`src/rtl/pll_sup_pkg.sv`:
```
// Shared types and widths for the PLL lock supervisor.
package pll_sup_pkg;

  typedef enum logic [2:0] {
    RESET,
    WAIT_LOCK,
    STABLE,
    RUN,
    FAIL
  } state_e;

  localparam int RETRY_W = 4;
  localparam int LOSS_W  = 8;

  function automatic int unsigned max_u(input int unsigned a, input int unsigned b);
    return (a > b) ? a : b;
  endfunction

endpackage

```
`src/rtl/pll_lock_supervisor_if.sv`:
```
// PLL control/status bundle; master = supervisor side, slave = PLL wrapper / system side.
interface pll_lock_supervisor_if;
  import pll_sup_pkg::*;

  logic               pll_lock;
  logic               relock_req;
  logic               pll_rst;
  logic               sys_rst;
  logic               pll_ready;
  logic               pll_fail;
  logic [RETRY_W-1:0] retry_cnt;
  logic [LOSS_W-1:0]  loss_cnt;

  modport master (
    input  pll_lock, relock_req,
    output pll_rst, sys_rst, pll_ready, pll_fail, retry_cnt, loss_cnt
  );

  modport slave (
    output pll_lock, relock_req,
    input  pll_rst, sys_rst, pll_ready, pll_fail, retry_cnt, loss_cnt
  );

endinterface

```
`src/rtl/pll_sup_sync2.sv`:
```
// Two-flop synchronizer for a single asynchronous level, reset to 0.
module pll_sup_sync2 (
  input  logic clk,
  input  logic rst,
  input  logic d_i,
  output logic q_o
);

  logic meta_q;
  logic sync_q;

  // NOTE: sequential state uses non-blocking (<=) so both stages update from pre-edge values.
  always_ff @(posedge clk or posedge rst) begin
    if (rst) begin
      meta_q <= 1'b0;
      sync_q <= 1'b0;
    end else begin
      meta_q <= d_i;
      sync_q <= meta_q;
    end
  end

  assign q_o = sync_q;

endmodule

```
`src/rtl/pll_lock_supervisor.sv`:
```
// PLL reset/lock supervisor: pulses pll_rst, waits for stable lock with timeout/retry, gates sys_rst.
// Optional lock-loss counter enabled by defining PLL_SUP_LOSS_CNT_EN.
module pll_lock_supervisor
  import pll_sup_pkg::*;
#(
  parameter int unsigned RST_PULSE_CYC    = 25,
  parameter int unsigned LOCK_TIMEOUT_CYC = 25000,
  parameter int unsigned LOCK_STABLE_CYC  = 256,
  parameter int unsigned MAX_RETRY        = 3
) (
  input logic                   clkin1,
  input logic                   rst,
  pll_lock_supervisor_if.master pll_if
);

  localparam int TMR_W = $clog2(max_u(RST_PULSE_CYC, LOCK_STABLE_CYC));
  localparam int TO_W  = $clog2(LOCK_TIMEOUT_CYC);

  localparam logic [TMR_W-1:0]   RST_LAST    = TMR_W'(RST_PULSE_CYC - 1);
  localparam logic [TMR_W-1:0]   STABLE_LAST = TMR_W'(LOCK_STABLE_CYC - 1);
  localparam logic [TO_W-1:0]    TO_LAST     = TO_W'(LOCK_TIMEOUT_CYC - 1);
  localparam logic [RETRY_W-1:0] RETRY_MAX   = RETRY_W'(MAX_RETRY);

  state_e             state_q, state_d;
  logic [TMR_W-1:0]   tmr_q, tmr_d, tmr_inc;
  logic [TO_W-1:0]    to_q, to_d, to_inc;
  logic [RETRY_W-1:0] retry_q, retry_d, retry_inc;
  logic               pll_rst_q, sys_rst_q, ready_q, fail_q;
  logic               lock_s;
  logic               timeout;

  pll_sup_sync2 u_lock_sync (
    .clk (clkin1),
    .rst (rst),
    .d_i (pll_if.pll_lock),
    .q_o (lock_s)
  );

  assign tmr_inc   = (tmr_q == '1)   ? tmr_q   : tmr_q + 1'b1;
  assign to_inc    = (to_q == '1)    ? to_q    : to_q + 1'b1;
  assign retry_inc = (retry_q == '1) ? retry_q : retry_q + 1'b1;
  assign timeout   = (to_q == TO_LAST);

  // NOTE: every always_comb output gets a default first so no path infers a latch.
  always_comb begin
    state_d = state_q;
    tmr_d   = tmr_q;
    to_d    = to_q;
    retry_d = retry_q;
    case (state_q)
      RESET: begin
        if (tmr_q == RST_LAST) begin
          state_d = WAIT_LOCK;
          tmr_d   = '0;
          to_d    = '0;
        end else begin
          tmr_d = tmr_inc;
        end
      end
      WAIT_LOCK, STABLE: begin
        // The lock-timeout window spans both states; a lock dropout does not restart it.
        to_d = to_inc;
        if (timeout) begin
          retry_d = retry_inc;
          tmr_d   = '0;
          state_d = (retry_inc == RETRY_MAX) ? FAIL : RESET;
        end else if (state_q == WAIT_LOCK) begin
          if (lock_s) begin
            state_d = STABLE;
            tmr_d   = '0;
          end
        end else if (!lock_s) begin
          state_d = WAIT_LOCK;
          tmr_d   = '0;
        end else if (tmr_q == STABLE_LAST) begin
          state_d = RUN;
          retry_d = '0;
        end else begin
          tmr_d = tmr_inc;
        end
      end
      RUN: begin
        if (!lock_s || pll_if.relock_req) begin
          state_d = RESET;
          tmr_d   = '0;
          retry_d = '0;
        end
      end
      FAIL: begin
        if (pll_if.relock_req) begin
          state_d = RESET;
          tmr_d   = '0;
          retry_d = '0;
        end
      end
      default: begin
        state_d = RESET;
        tmr_d   = '0;
      end
    endcase
  end

  // Outputs decode the next state so they are valid on the first cycle of each state.
  always_ff @(posedge clkin1 or posedge rst) begin
    if (rst) begin
      state_q   <= RESET;
      tmr_q     <= '0;
      to_q      <= '0;
      retry_q   <= '0;
      pll_rst_q <= 1'b1;
      sys_rst_q <= 1'b1;
      ready_q   <= 1'b0;
      fail_q    <= 1'b0;
    end else begin
      state_q   <= state_d;
      tmr_q     <= tmr_d;
      to_q      <= to_d;
      retry_q   <= retry_d;
      pll_rst_q <= (state_d == RESET) || (state_d == FAIL);
      sys_rst_q <= (state_d != RUN);
      ready_q   <= (state_d == RUN);
      fail_q    <= (state_d == FAIL);
    end
  end

  assign pll_if.pll_rst   = pll_rst_q;
  assign pll_if.sys_rst   = sys_rst_q;
  assign pll_if.pll_ready = ready_q;
  assign pll_if.pll_fail  = fail_q;
  assign pll_if.retry_cnt = retry_q;

`ifdef PLL_SUP_LOSS_CNT_EN
  logic              loss_evt;
  logic [LOSS_W-1:0] loss_q;

  // A lock loss in RUN counts even when relock_req arrives in the same cycle.
  assign loss_evt = (state_q == RUN) && !lock_s;

  always_ff @(posedge clkin1 or posedge rst) begin
    if (rst) begin
      loss_q <= '0;
    end else if (loss_evt && (loss_q != '1)) begin
      loss_q <= loss_q + 1'b1;
    end
  end

  assign pll_if.loss_cnt = loss_q;
`else
  assign pll_if.loss_cnt = '0;
`endif

endmodule

```
`src/flat_wrapper.sv`:
```
// flat-port wrapper written by rule: the top's interface ports become plain ports
module pll_lock_supervisor_flat import pll_sup_pkg::*;
#(
  parameter int unsigned RST_PULSE_CYC    = 25,
  parameter int unsigned LOCK_TIMEOUT_CYC = 25000,
  parameter int unsigned LOCK_STABLE_CYC  = 256,
  parameter int unsigned MAX_RETRY        = 3
)
  (clkin1, rst, pll_if_pll_lock, pll_if_relock_req, pll_if_pll_rst, pll_if_sys_rst, pll_if_pll_ready, pll_if_pll_fail, pll_if_retry_cnt, pll_if_loss_cnt);
  pll_lock_supervisor_if pll_if_i ();
  input logic clkin1;
  input logic rst;
  input wire logic [$bits(pll_if_i.pll_lock)-1:0] pll_if_pll_lock;
  input wire logic [$bits(pll_if_i.relock_req)-1:0] pll_if_relock_req;
  output wire logic [$bits(pll_if_i.pll_rst)-1:0] pll_if_pll_rst;
  output wire logic [$bits(pll_if_i.sys_rst)-1:0] pll_if_sys_rst;
  output wire logic [$bits(pll_if_i.pll_ready)-1:0] pll_if_pll_ready;
  output wire logic [$bits(pll_if_i.pll_fail)-1:0] pll_if_pll_fail;
  output wire logic [$bits(pll_if_i.retry_cnt)-1:0] pll_if_retry_cnt;
  output wire logic [$bits(pll_if_i.loss_cnt)-1:0] pll_if_loss_cnt;
  assign pll_if_i.pll_lock = pll_if_pll_lock;
  assign pll_if_i.relock_req = pll_if_relock_req;
  assign pll_if_pll_rst = pll_if_i.pll_rst;
  assign pll_if_sys_rst = pll_if_i.sys_rst;
  assign pll_if_pll_ready = pll_if_i.pll_ready;
  assign pll_if_pll_fail = pll_if_i.pll_fail;
  assign pll_if_retry_cnt = pll_if_i.retry_cnt;
  assign pll_if_loss_cnt = pll_if_i.loss_cnt;
  pll_lock_supervisor #(.RST_PULSE_CYC(RST_PULSE_CYC), .LOCK_TIMEOUT_CYC(LOCK_TIMEOUT_CYC), .LOCK_STABLE_CYC(LOCK_STABLE_CYC), .MAX_RETRY(MAX_RETRY)) u_core (.clkin1(clkin1), .rst(rst), .pll_if(pll_if_i));
endmodule
```
`config.mk`:
```
export PLATFORM = sky130hd
export DESIGN_NAME = pll_lock_supervisor_flat
export DESIGN_NICKNAME = d
export VERILOG_FILES = /design/src/rtl/pll_sup_pkg.sv /design/src/rtl/pll_lock_supervisor_if.sv /design/src/rtl/pll_sup_sync2.sv /design/src/rtl/pll_lock_supervisor.sv /design/src/flat_wrapper.sv
export SDC_FILE = /design/constraint.sdc
export NUM_CORES = 1
export LEC_CHECK = 0
export CORE_ASPECT_RATIO = 1.25
export CORE_MARGIN = 3
export CORE_UTILIZATION = 60
export CTS_CLUSTER_DIAMETER = 80
export DETAILED_ROUTE_END_ITERATION = 8
export PLACE_DENSITY = 0.83
export SLEW_MARGIN = 15
export SYNTH_ARGS = -nofsm -noshare
export SYNTH_HDL_FRONTEND = slang
export SYNTH_SLANG_ARGS = --single-unit
```
`constraint.sdc`:
```
create_clock -name clkin1 -period 5.15 [get_ports clkin1]
set_input_delay 1.03 -clock clkin1 [delete_from_list [all_inputs] [get_ports clkin1]]
set_output_delay 1.03 -clock clkin1 [all_outputs]
set_load 0.03 [all_outputs]
```
# After elaboration in Yosys (flattened, before gate mapping)
# Cells that the tools add are included.
# op_classes
addsub	3
eq_ne	22
muxes	31
n_reduce_logical	11
# op_table
cell	n
8-bit 2-to-1 mux	9
8-bit case mux with 4 select lines	1
15-bit == test, second input constant	2
15-bit 2-to-1 mux	2
15-bit case mux with 2 select lines	1
4-bit 2-to-1 mux	7
3-bit 2-to-1 mux	9
15-bit by 1-bit adder with 15-bit output, second input constant	1
3-bit case mux with 4 select lines	1
4-bit case mux with 3 select lines	1
3-bit by 2-bit == test with 1-bit output, second input constant	3
3-bit by 2-bit inequality test with 1-bit output, second input constant	3
8-bit by 1-bit adder with 8-bit output, second input constant	1
8-bit by 5-bit == test with 1-bit output, second input constant	1
8-bit == test, second input constant	1
3-bit == test, second input constant	2
3-bit zero test	2
6-bit AND reduction	1
5-bit by 4-bit inequality test with 1-bit output, second input constant	1
4-bit by 1-bit adder with 4-bit output, second input constant	1
4-bit by 2-bit == test with 1-bit output, second input constant	1
4-bit == test, second input constant	1
2-bit by 1-bit inequality test with 1-bit output, second input constant	2
2-bit inequality test, second input constant	2
10 further kinds	11
# word_totals
register_bits	36
input_bits	4
output_inout_bits	16

# Depth between registers and ports, before layout
# Gate-level depths: netlist (run 1).
# depth
word_depth	8
depth_mapped	8
ltp_nobuf	6

# Hierarchy
# From an unflattened synthesis (run 1), not the netlist that was laid out.
# hier_totals
cells_unflattened	230
area_unflattened_um2	2172.1
# modules_own_cells
module	n_inst	cells_per_inst	area_each_um2	seq_area_each_um2
pll_lock_supervisor	1	227	2118.3	853.3
pll_sup_sync2	1	3	53.8	50.0

# Least setup slack after synthesis (run 1)
# No wires, ideal clock.
# synth_path
path_type	register to register
startpoint	reg u_core.to_q[0]
endpoint	reg u_core.tmr_q[6]
setup_time_ns	0.127
t_arrival_ns	1.768
slack_ns	3.255
path_stages_with_launch	9
path_buffers	2
period_less_slack_ns	1.895
cell_sequence	dfrtp_1 ha_1 nor4bb_1 and4_1 buf_6 o32a_1 buf_2 a41oi_1 a21oi_1
# synth_between
elab_chain_len	3
# synth_lines
element	line	source
from (decl)	pll_lock_supervisor.sv:26	logic [TO_W-1:0] to_q, to_d, to_inc;
from (signal assigned)	pll_lock_supervisor.sv:117	to_q <= to_d;
15-bit == test (*)	pll_lock_supervisor.sv:42	assign timeout = (to_q == TO_LAST);
5-bit by 4-bit inequality test with 1-bit output (no source line) (tied with other cells)	--	
4-bit AND reduction (no source line) / 8-bit case mux with 4 select lines (equally long branches)	--	
to (signal assigned)	pll_lock_supervisor.sv:116	tmr_q <= tmr_d;
to (decl)	pll_lock_supervisor.sv:25	logic [TMR_W-1:0] tmr_q, tmr_d, tmr_inc;
# Mark *: on every way between the ends. The rest lies on a longest branch, timed or not.
# A chain may end at the register's enable or synchronous reset.

# Final worst setup path (run 1)
# layout_path
startpoint	reg u_core.retry_q[2] (netlist: u_core.pll_if.retry_cnt[2])
endpoint	out pll_if_retry_cnt[2]
# layout_rtl
element	line	source
from (decl)	pll_lock_supervisor.sv:27	logic [RETRY_W-1:0] retry_q, retry_d, retry_inc;
from (signal assigned)	pll_lock_supervisor.sv:118	retry_q <= retry_d;
to (decl)	flat_wrapper.sv:19	output wire logic [$bits(pll_if_i.retry_cnt)-1:0] pll_if_retry_cnt;
# No word-level cell between the ends.

==> impl_metrics.yaml, run 1 <==
worst_hold_path:
  hold-path-cell-count: 0
  hold_path.class: "register to register"
power:
  p_int_mw: 0.620
  combPwrFrac_pct: 34.0
  pwr-share-clk_pct: 27.4
  p_leak_nw: 1.03
  power.switching_mw: 0.352
  p_per_area_mw_per_mm2: 422
  p_sw_share_pct: 36.2
  peakVddDrop_mv: 0.410
  p_seq_share_pct: 38.6
cells_and_area:
  finalNetCount: 242
  multi_input_area_mm2: 0.00110
  num_antenna_cells: 0
  layout-drive-gt1-share_pct: 9.79
  fillerInstances: 265
  seqCellArea_um2: 903
  syn_to_final_growth_pct: 9.51
worst_setup_path:
  worst-setup-path-type: "register to output port"
  cp.required_ns: 4.12
  worst-path-stages: 1
  cp_cell_sequence: "clkdlybuf4s50_1"
  critPathLaunchType: "register"
  cp-end-kind: "output port"
  cp_top_family: "buffers and inverters"
  path_max_fanout: 7
  crit_buf_inv: 1
  critical_path_arrival_ns: 1.47
  slowest_delay_ns: 0.72
  worstRegToRegCells: 6
  critPathSlowestCell: "clkdlybuf4s50_1"
detailed_routing:
  vias: 1687
  avgViaCountPerCell: 6.20
  ant_nets: 0
  drt_iter0_markers: 100
  wirelength_um: 4160
  drc: 0
  first_pass_iters: 4
  wl_per_cell_um: 15.3
die:
  start_util_pct: 64.1
  die_area_mm2: 0.00426
  die_y_um: 72.2
  die_w_um: 59.0
  num_rows: 23
  io_pins: 20
  fp.coreArea_mm2: 0.00328
timing:
  fin_tns_setup_ns: 0
  worst_pin_slew_ns: 0.680
  fin_skew_ns: 0.00461
  setup_slack_ns: 2.65
  period_needed_ns: 2.50
  min_period_over_period_pct: 48.5
  hold_viol: 0
  clock.fmax_mhz: 400
  relSlewSlack_pct: 54.6
  rsz0062_at_grt: "false"
  drv_slew: 0
  finalSetupViolCount: 0
yosys:
  avgSynthCellArea_um2: 9.40
  synthesis.area_mm2: 0.00210
  ys_types: 52
  synth-edff-count: 0
  yosysMostFrequentCell: "dfrtp_1"
  synth_top_area_cell: "dfrtp_1"
  ys.flop_type: "dfrtp_1"
  yosys_warnings: 0
  synth_area_leaders: "dfrtp_1 (40%), nand2_1 (4.6%), buf_4 (3.6%)"
  synthTopCellsByCount: "dfrtp_1 (34), nand2_1 (26), nor2_1 (15), o21ai_0 (15)"
  seq_area_frac_synth_pct: 42.9
  ys_ff_latch: 36
  synth_top_area_share_pct: 40.4
  async_flop_share_pct: 100
  synth_cells: 224
cts:
  cts_setup_buffers: 0
  cts_buffers: 5
  clock_sinks: 36
  ctsResizeCount: 0
  clk_latency_ns: 0.28
  cts_tree: "built"
  htreeDepth: 2
  clk_pin_slew_ns: 0.07
  cts_root_buf: "clkbuf_8"
  clockBufferDepth: 2
  hold_buffers: 0
grt:
  grt_pass1_wl_um: 7020
  antenna_found_initial: 0
  grt_use_total_pct: 21.2
  grt_most_used_layer: "met2"
  grt_max_degree: 37
  use_met3_pct: 3.91
  gr-total-overflow: 0
  met1_usage_pct: 26.0
  grt_pass1_vias: 1625
  use_met2_pct: 35.6
place:
  place_ws_ns: 2.73
  dp_hpwl_um: 2990
  place_congestion: 0.828
  numPortBuffers: 11
status:
  outcome: "finished, final reports clean"
flow_run:
  drv_cap: 0
cells in the final DEF (no fill, tap or decap), types with 3 or more instances in the layout:
| master | count |
|---|---|
| o21ai_1 | 3 |
| a41oi_1 | 3 |
| nor2_1 | 15 |
| clkdlybuf4s50_1 | 11 |
| and4_1 | 4 |
| a22o_1 | 3 |
| dfrtp_1 | 34 |
| a21oi_1 | 13 |
| inv_1 | 4 |
| o21ai_0 | 15 |
| or3_1 | 4 |
| nand3_1 | 13 |
| and3_1 | 8 |
| o21a_1 | 3 |
| clkbuf_8 | 7 |
| a31oi_1 | 6 |
| xor2_1 | 6 |
| ha_1 | 4 |
| o31ai_1 | 3 |
| conb_1 | 8 |
| nand4_1 | 6 |
| nand2_1 | 26 |
state kept, by name (all words and copies together) (netlist names):
| register | flops |
|---|---|
| u_core.to_q | 15 |
| u_core.tmr_q | 8 |
| u_core.pll_if.retry_cnt | 4 |
| u_core.state_q | 3 |
| u_core.pll_if.pll_fail | 1 |
| u_core.pll_if.pll_ready | 1 |
| u_core.pll_if.pll_rst | 1 |
| u_core.pll_if.sys_rst | 1 |
| u_core.u_lock_sync.meta_q | 1 |
| u_core.u_lock_sync.q_o | 1 |
power groups by stage:
stage,logic (mW),registers (mW),clock network (mW)
2_1_floorplan,0.297,0.363,0
3_3_place_gp,0.317,0.377,0
3_5_place_dp,0.331,0.378,0
4_1_cts,0.333,0.373,0.270
5_1_grt,0.374,0.383,0.280
6_report,0.330,0.375,0.267
final cells by class:
class                      count  share of cell area, %
tap                           37                   2.01
multi-input combinational    175                   47.6
clock buffer                   7                   4.18
timing repair buffer          12                   5.10
sequential                    36                   39.2
clock inverter                 1                   1.30
inverter                       4                  0.651
logic make-up after synthesis:
| logic type | Yosys count | share of synthesized area [%] |
|---|---|---|
| flops | 36 | 42.9 |
| compound gates | 60 | 19.9 |
| mux | 1 | 0.476 |
| simple gates | 95 | 25.0 |
| xor+xnor | 7 | 2.91 |
| fa+ha+maj | 4 | 2.38 |
| other cells | 1 | 0.178 |
| buf+inv | 20 | 6.24 |
layer usage:
layer	wire length [um]	share of wire [%]
met3	117	2.8
met5	0	0
met4	70	1.7
met2	2250	54
met1	1720	41
through the flow:
| stage | instances | power, mW | hold slack, ns | area [um^2] | util (%) |
|---|---|---|---|---|---|
| after global placement | 264 | 0.694 | 0.335 | 2180 | 66.4 |
| after detailed placement | 264 | 0.709 | 0.335 | 2180 | 66.4 |
| after floorplan | 231 | 0.660 | 0.331 | 2130 | - |
| after CTS | 272 | 0.976 | 0.351 | 2300 | 70.3 |
| after global routing | 272 | 1.04 | 0.371 | 2300 | 70.3 |
| final | 272 | 0.972 | 0.349 | 2300 | 70.3 |
worst register-to-register path, stage by stage (launching register included):
cell and delay, ns:
dfrtp_1 0.41, ha_1 0.23, nor4bb_1 0.35, and4_1 0.45
o32a_1 0.44, a21boi_4 0.26, o21ai_2 0.06
final timing paths:
kind | start | slack (ns) | to
setup / recovery | u_core.pll_if.retry_cnt[2] | 2.65 | pll_if_retry_cnt[2]
hold / removal | u_core.u_lock_sync.meta_q | 0.35 | u_core.u_lock_sync.q_o
setup reg to reg | u_core.to_q[0] | 2.82 | u_core.tmr_q[1]
hold reg to reg | u_core.u_lock_sync.meta_q | 0.35 | u_core.u_lock_sync.q_o
max in group asynchronous | rst | 3.66 | u_core.pll_if.pll_rst
min in group asynchronous | rst | 1.15 | u_core.to_q[11]
Power figures use the tool's default switching activity.
==> inputs of run 2 (changes only) <==
--- a/config.mk
+++ b/config.mk
@@ -7,10 +7,10 @@
 export LEC_CHECK = 0
 export CORE_ASPECT_RATIO = 1.25
 export CORE_MARGIN = 3
-export CORE_UTILIZATION = 60
+export CORE_UTILIZATION = 57
 export CTS_CLUSTER_DIAMETER = 80
 export DETAILED_ROUTE_END_ITERATION = 8
-export PLACE_DENSITY = 0.83
+export PLACE_DENSITY = 0.79
 export SLEW_MARGIN = 15
 export SYNTH_ARGS = -nofsm -noshare
 export SYNTH_HDL_FRONTEND = slang
==> constraint.sdc (replaced) <==
create_clock -name clkin1 -period 2.5 [get_ports clkin1]
set_input_delay 0.5 -clock clkin1 [delete_from_list [all_inputs] [get_ports clkin1]]
set_output_delay 0.5 -clock clkin1 [all_outputs]
set_load 0.03 [all_outputs]
==> run 2 against run 1 <==
  * Global-route usage is 0.73 points higher
  * Combinational power is 110% higher
  * Total power is 91% higher
  * Sequential power is 110% higher
  * Critical endpoint is now u_core.tmr_q[0]
  * Via count is 0.83% higher
  * Final cell count is 1.5% higher
  * Clock-buffer cell count is 2 lower
  * Critical path depth is 5 higher
  * Largest power group unchanged
  * Design area is 0.92% lower
  * Clock skew is 0.0043 ns higher
  * Critical path type is now register to register
==> impl_metrics.yaml, run 2 (same netlist as run 1, synthesis figures left out) <==
die:
  start_util_pct: 59.9
  num_rows: 24
  die_area_mm2: 0.00446
  io_pins: 20
  die_w_um: 60.4
  fp.coreArea_mm2: 0.00351
  die_y_um: 73.9
worst_hold_path:
  hold-path-cell-count: 0
  hp-start: "u_core.u_lock_sync.meta_q"
  hold_end: "u_core.u_lock_sync.q_o"
  hold_path.class: "register to register"
timing:
  drv_slew: 0
  hold_viol: 0
  fin_skew_ns: 0.00892
  rsz0062_at_grt: "false"
  finalSetupViolCount: 0
  relSlewSlack_pct: 57.4
  min_period_over_period_pct: 84.9
  clock.fmax_mhz: 471
  fin_tns_setup_ns: 0
  period_needed_ns: 2.12
  worst_pin_slew_ns: 0.638
  setup_slack_ns: 0.379
power:
  power.switching_mw: 0.737
  p_per_area_mw_per_mm2: 813
  p_sw_share_pct: 39.7
  combPwrFrac_pct: 36.5
  peakVddDrop_mv: 0.719
  p_leak_nw: 1.02
  p_int_mw: 1.12
  pwr-share-clk_pct: 22.1
  p_seq_share_pct: 41.4
detailed_routing:
  drt-met1-wl_um: 1740
  wl_met2_um: 2210
  dr_wl_met3_um: 136
  wl_per_cell_um: 15.1
  wirelength_um: 4180
  drt_iter0_markers: 154
  first_pass_iters: 4
  highest_layer: "met4"
  drc: 0
  vias: 1701
  avgViaCountPerCell: 6.16
  ant_nets: 0
grt:
  antenna_found_initial: 0
  grt_pass1_vias: 1696
  grt_pass1_wl_um: 7420
  grt_use_total_pct: 22.0
  gr-total-overflow: 0
  grt_max_degree: 37
cells_and_area:
  layout-drive-gt1-share_pct: 10.5
  design_area_mm2: 0.00228
  finalNetCount: 244
  mostFrequentLayoutCells: "dfrtp_1 (34), nand2_1 (26), nor2_1 (15), o21ai_0 (15)"
  utilization_pct: 65.0
  num_antenna_cells: 0
  syn_to_final_growth_pct: 8.50
  regMostFlops: "u_core.to_q"
  multi_input_area_mm2: 0.00110
  final_common_cell: "dfrtp_1"
  largest_register_ffs: 15
  fillerInstances: 296
  seqCellArea_um2: 903
worst_setup_path:
  slowest_delay_ns: 0.42
  cp-end-kind: "register"
  reg2reg_to: "u_core.tmr_q[0]"
  critical_path_arrival_ns: 2.30
  worstRegToRegCells: 6
  worst-setup-path-type: "register to register"
  r2r_slack_ns: 0.38
  rr_startpoint: "u_core.to_q[0]"
  critPathLaunchType: "register"
  critPathSlowestCell: "o32a_1"
  path_max_fanout: 10
  cp_cell_sequence: "ha_1, nor4bb_1, and4_1, o32a_1, a21boi_4, o21ai_2"
  cp.required_ns: 2.68
flow_run:
  drv_cap: 0
place:
  numPortBuffers: 11
  place_ws_ns: 0.399
  place_congestion: 0.826
  dp_hpwl_um: 2990
  dpl_cell_area_mm2: 0.00220
cts:
  clk_latency_ns: 0.29
  cts_setup_buffers: 0
  cts_root_buf: "clkbuf_8"
  cts_tree: "built"
  htreeDepth: 2
  hold_buffers: 0
  clock_sinks: 36
  ctsResizeCount: 0
  clk_pin_slew_ns: 0.08
  clockBufferDepth: 2
  cts_buffers: 5
status:
  outcome: "finished, final reports clean"
## run 2: area by class of cell
| type | instances | area share, % |
|---|---|---|
| multi-input cells | 175 | 48.0 |
| flip-flops and latches | 36 | 39.6 |
| repair buffers | 14 | 5.81 |
| clock buffers | 5 | 3.01 |
| well taps | 39 | 2.14 |
| clock inverters | 3 | 0.822 |
| inverters | 4 | 0.658 |
## run 2: critical path, delay by kind of cell (launching register included)
kind | cells | cell delay [ns]
simple gates | 2 | 0.65
fa+ha+maj | 1 | 0.22
compound gates | 3 | 0.75
flops | 1 | 0.40
## run 2: metrics by stage
step | instances | power [mW] | hold WS, ns
6_report | 276 | 1.86 | 0.359
5_1_grt | 276 | 2.01 | 0.374
4_1_cts | 276 | 1.87 | 0.366
3_5_place_dp | 268 | 1.45 | 0.341
3_3_place_gp | 268 | 1.44 | 0.337
2_1_floorplan | 231 | 1.36 | 0.331
## run 2: worst max path at each step
stage | from | to | slack [ns] | depth (start not counted)
final | u_core.to_q[0] | u_core.tmr_q[0] | 0.38 | 6
after global routing | u_core.to_q[0] | u_core.tmr_q[0] | 0.15 | 6
after CTS | u_core.to_q[0] | u_core.tmr_q[0] | 0.39 | 6
after detailed placement | u_core.to_q[0] | u_core.tmr_q[0] | 0.40 | 6
after global placement | u_core.to_q[0] | u_core.tmr_q[1] | 0.43 | 6
after floorplan | u_core.to_q[0] | u_core.tmr_q[6] | 0.61 | 8
## run 2: power by group through the flow
| stage | Combinational (mW) | Sequential, mW | Clock, mW |
|---|---|---|---|
| floorplan | 0.611 | 0.748 | 0 |
| global placement | 0.659 | 0.779 | 0 |
| detailed placement | 0.677 | 0.776 | 0 |
| CTS | 0.679 | 0.766 | 0.421 |
| global route | 0.783 | 0.784 | 0.441 |
| finish | 0.677 | 0.769 | 0.411 |
## run 2: per-layer routing
layer,vias up,GRT usage (%)
met5,-,0
met3,8,4.17
li1,824,-
met4,0,8.62
met2,33,38.8
met1,836,25.8
==> inputs of run 3 (changes only) <==
==> constraint.sdc (replaced) <==
create_clock -name clkin1 -period 2.14 [get_ports clkin1]
set_input_delay 0.428 -clock clkin1 [delete_from_list [all_inputs] [get_ports clkin1]]
set_output_delay 0.428 -clock clkin1 [all_outputs]
set_load 0.03 [all_outputs]
==> run 3 against run 2 <==
  * Critical path depth increased by 1
  * Clock-buffer cell count increased by 2
  * Non-clock buffer count increased by 6
  * Total power increased by 27%
  * Final cell count increased by 2.2%
  * Core utilization increased by 2.5 points
  * Sequential share of layout area decreased by 1.4 points
  * Sequential power increased by 17%
  * Hold slack improved by 0.0052 ns
  * Flip-flop and latch count unchanged
  * First-iteration DRC count decreased by 76%
  * Design area increased by 3.8%
  * Critical path type unchanged
==> impl_metrics.yaml, run 3 (same netlist as run 1, synthesis figures left out) <==
status:
  outcome: "finished, final reports clean"
power:
  p_int_mw: 1.51
  p_sw_share_pct: 35.9
  combPwrFrac_pct: 34.4
  pwr-share-clk_pct: 27.5
  power.switching_mw: 0.849
  p_seq_share_pct: 38.1
  peakVddDrop_mv: 0.769
  p_per_area_mw_per_mm2: 997
  power_mw: 2.36
  p_leak_nw: 1.07
die:
  die_y_um: 73.9
  start_util_pct: 59.9
  io_pins: 20
  fp.coreArea_mm2: 0.00351
  num_rows: 24
  die_w_um: 60.4
  die_area_mm2: 0.00446
grt:
  antenna_found_initial: 0
  grt_pass1_wl_um: 7120
  grt_use_total_pct: 21.4
  grt_pass1_vias: 1642
  gr-total-overflow: 0
  grt_max_degree: 37
cts:
  cts_buffers: 5
  cts_tree: "built"
  clock_sinks: 36
  clk_pin_slew_ns: 0.07
  clk_latency_ns: 0.29
  hold_buffers: 0
  htreeDepth: 2
  cts_root_buf: "clkbuf_8"
  clockBufferDepth: 2
cells_and_area:
  final_common_cell: "dfrtp_1"
  syn_to_final_growth_pct: 12.6
  final_cells: 282
  fillerInstances: 299
  seqCellArea_um2: 903
  multi_input_area_mm2: 0.00110
  largest_register_ffs: 15
  finalNetCount: 250
  mostFrequentLayoutCells: "dfrtp_1 (34), nand2_1 (26), nor2_1 (15), o21ai_0 (15)"
  regMostFlops: "u_core.to_q"
  layout-drive-gt1-share_pct: 13.2
  num_antenna_cells: 0
timing:
  period_needed_ns: 1.95
  fin_tns_setup_ns: 0
  rsz0062_at_grt: "false"
  drv_slew: 0
  hold_viol: 0
  finalSetupViolCount: 0
  clock.fmax_mhz: 514
  setup_slack_ns: 0.193
  min_period_over_period_pct: 91.0
  fin_skew_ns: 0.00331
worst_setup_path:
  slowest_delay_ns: 0.41
  path_max_fanout: 9
  critical_path_arrival_ns: 2.11
  critPathLaunchType: "register"
  crit_buf_inv: 1
  cp_top_family: "compound AO/OA/AOI/OAI gates"
  critPathSlowestCell: "dfrtp_1"
  cp-end-kind: "register"
  worst-setup-path-type: "register to register"
  cp_cell_sequence: "ha_1, nor4bb_1, and4_4, o32a_1, buf_4, a41oi_1, a21oi_1"
  cp.required_ns: 2.31
detailed_routing:
  ant_nets: 0
  avgViaCountPerCell: 5.97
  drc: 0
  first_pass_iters: 5
  drt_iter0_markers: 37
  wirelength_um: 4260
  wl_per_cell_um: 15.1
  vias: 1684
place:
  dp_hpwl_um: 3100
  dpl.cell_count: 274
  place_congestion: 0.842
  numPortBuffers: 11
  place_ws_ns: 0.114
worst_hold_path:
  hold_path.class: "register to register"
flow_run:
  drv_cap: 0
-- run 3: changes by cell type in the layout (fill, tap and decap cells not counted) --
cell,before,now
clkbuf_8,5,7
and4_1,4,3
clkinv_4,1,0
and4_4,1,2
clkinv_2,2,0
buf_4,3,9
bufinv_16,0,1
-- run 3: what timing repair did --
| action | CTS | global route |
|---|---|---|
| setup buffers | 0 | 0 |
| endpoints found under the setup margin | 0 | 5 |
| resized for setup | 0 | 2 |
-- run 3: final cells by class --
cell class	count	area share, %
Inverter	4	0.634
Timing Repair Buffer	20	7.50
Clock buffer	7	4.07
Multi-Input combinational cell	175	46.4
Tap cell	39	2.06
Sequential cell	36	38.1
Clock inverter	1	1.27
-- run 3: worst paths after layout --
kind / startpoint / endpoint / slack, ns / cells after the start
max in group asynchronous: rst / u_core.pll_if.sys_rst / 1.26 / 3
worst min register to register: u_core.u_lock_sync.meta_q / u_core.u_lock_sync.q_o / 0.36 / 0
worst max register to register: u_core.to_q[0] / u_core.tmr_q[7] / 0.19 / 7
worst min-delay path: u_core.u_lock_sync.meta_q / u_core.u_lock_sync.q_o / 0.36 / 0
min in group asynchronous: rst / u_core.pll_if.retry_cnt[0] / 0.54 / 3
worst max-delay path: u_core.to_q[0] / u_core.tmr_q[7] / 0.19 / 7
-- run 3: worst reg2reg max path, stage by stage, from the launching register on --
cell	delay (ns)
dfrtp_1	0.41
ha_1	0.25
nor4bb_1	0.15
and4_4	0.21
o32a_1	0.35
buf_4	0.17
a41oi_1	0.21
a21oi_1	0.07
-- run 3: per-stage QoR --
stage	utilization (%)	hold WS, ns	cell area, um^2
3_3_place_gp	63.8	0.340	2240
5_1_grt	67.5	0.391	2370
3_5_place_dp	63.8	0.351	2240
6_report	67.5	0.365	2370
4_1_cts	67.4	0.368	2370
2_1_floorplan	-	0.331	2130
-- run 3: metal layers --
metal  up-vias  track usage [%]  wire length, um  part of all wire (%)
li1        849                -                -                     -
met1       807             24.3             1780                    42
met2        20             37.1             2290                    54
met3         8             3.65               84                   2.0
met4         0             12.3              104                   2.4
met5         -                0                0                     0
-- run 3: power groups by stage --
| stage | logic, mW | registers (mW) | clock network, mW |
|---|---|---|---|
| finish | 0.813 | 0.900 | 0.651 |
| global route | 0.930 | 0.916 | 0.699 |
| CTS | 0.820 | 0.898 | 0.671 |
| detailed placement | 0.811 | 0.910 | 0 |
| global placement | 0.790 | 0.904 | 0 |
| floorplan | 0.714 | 0.874 | 0 |
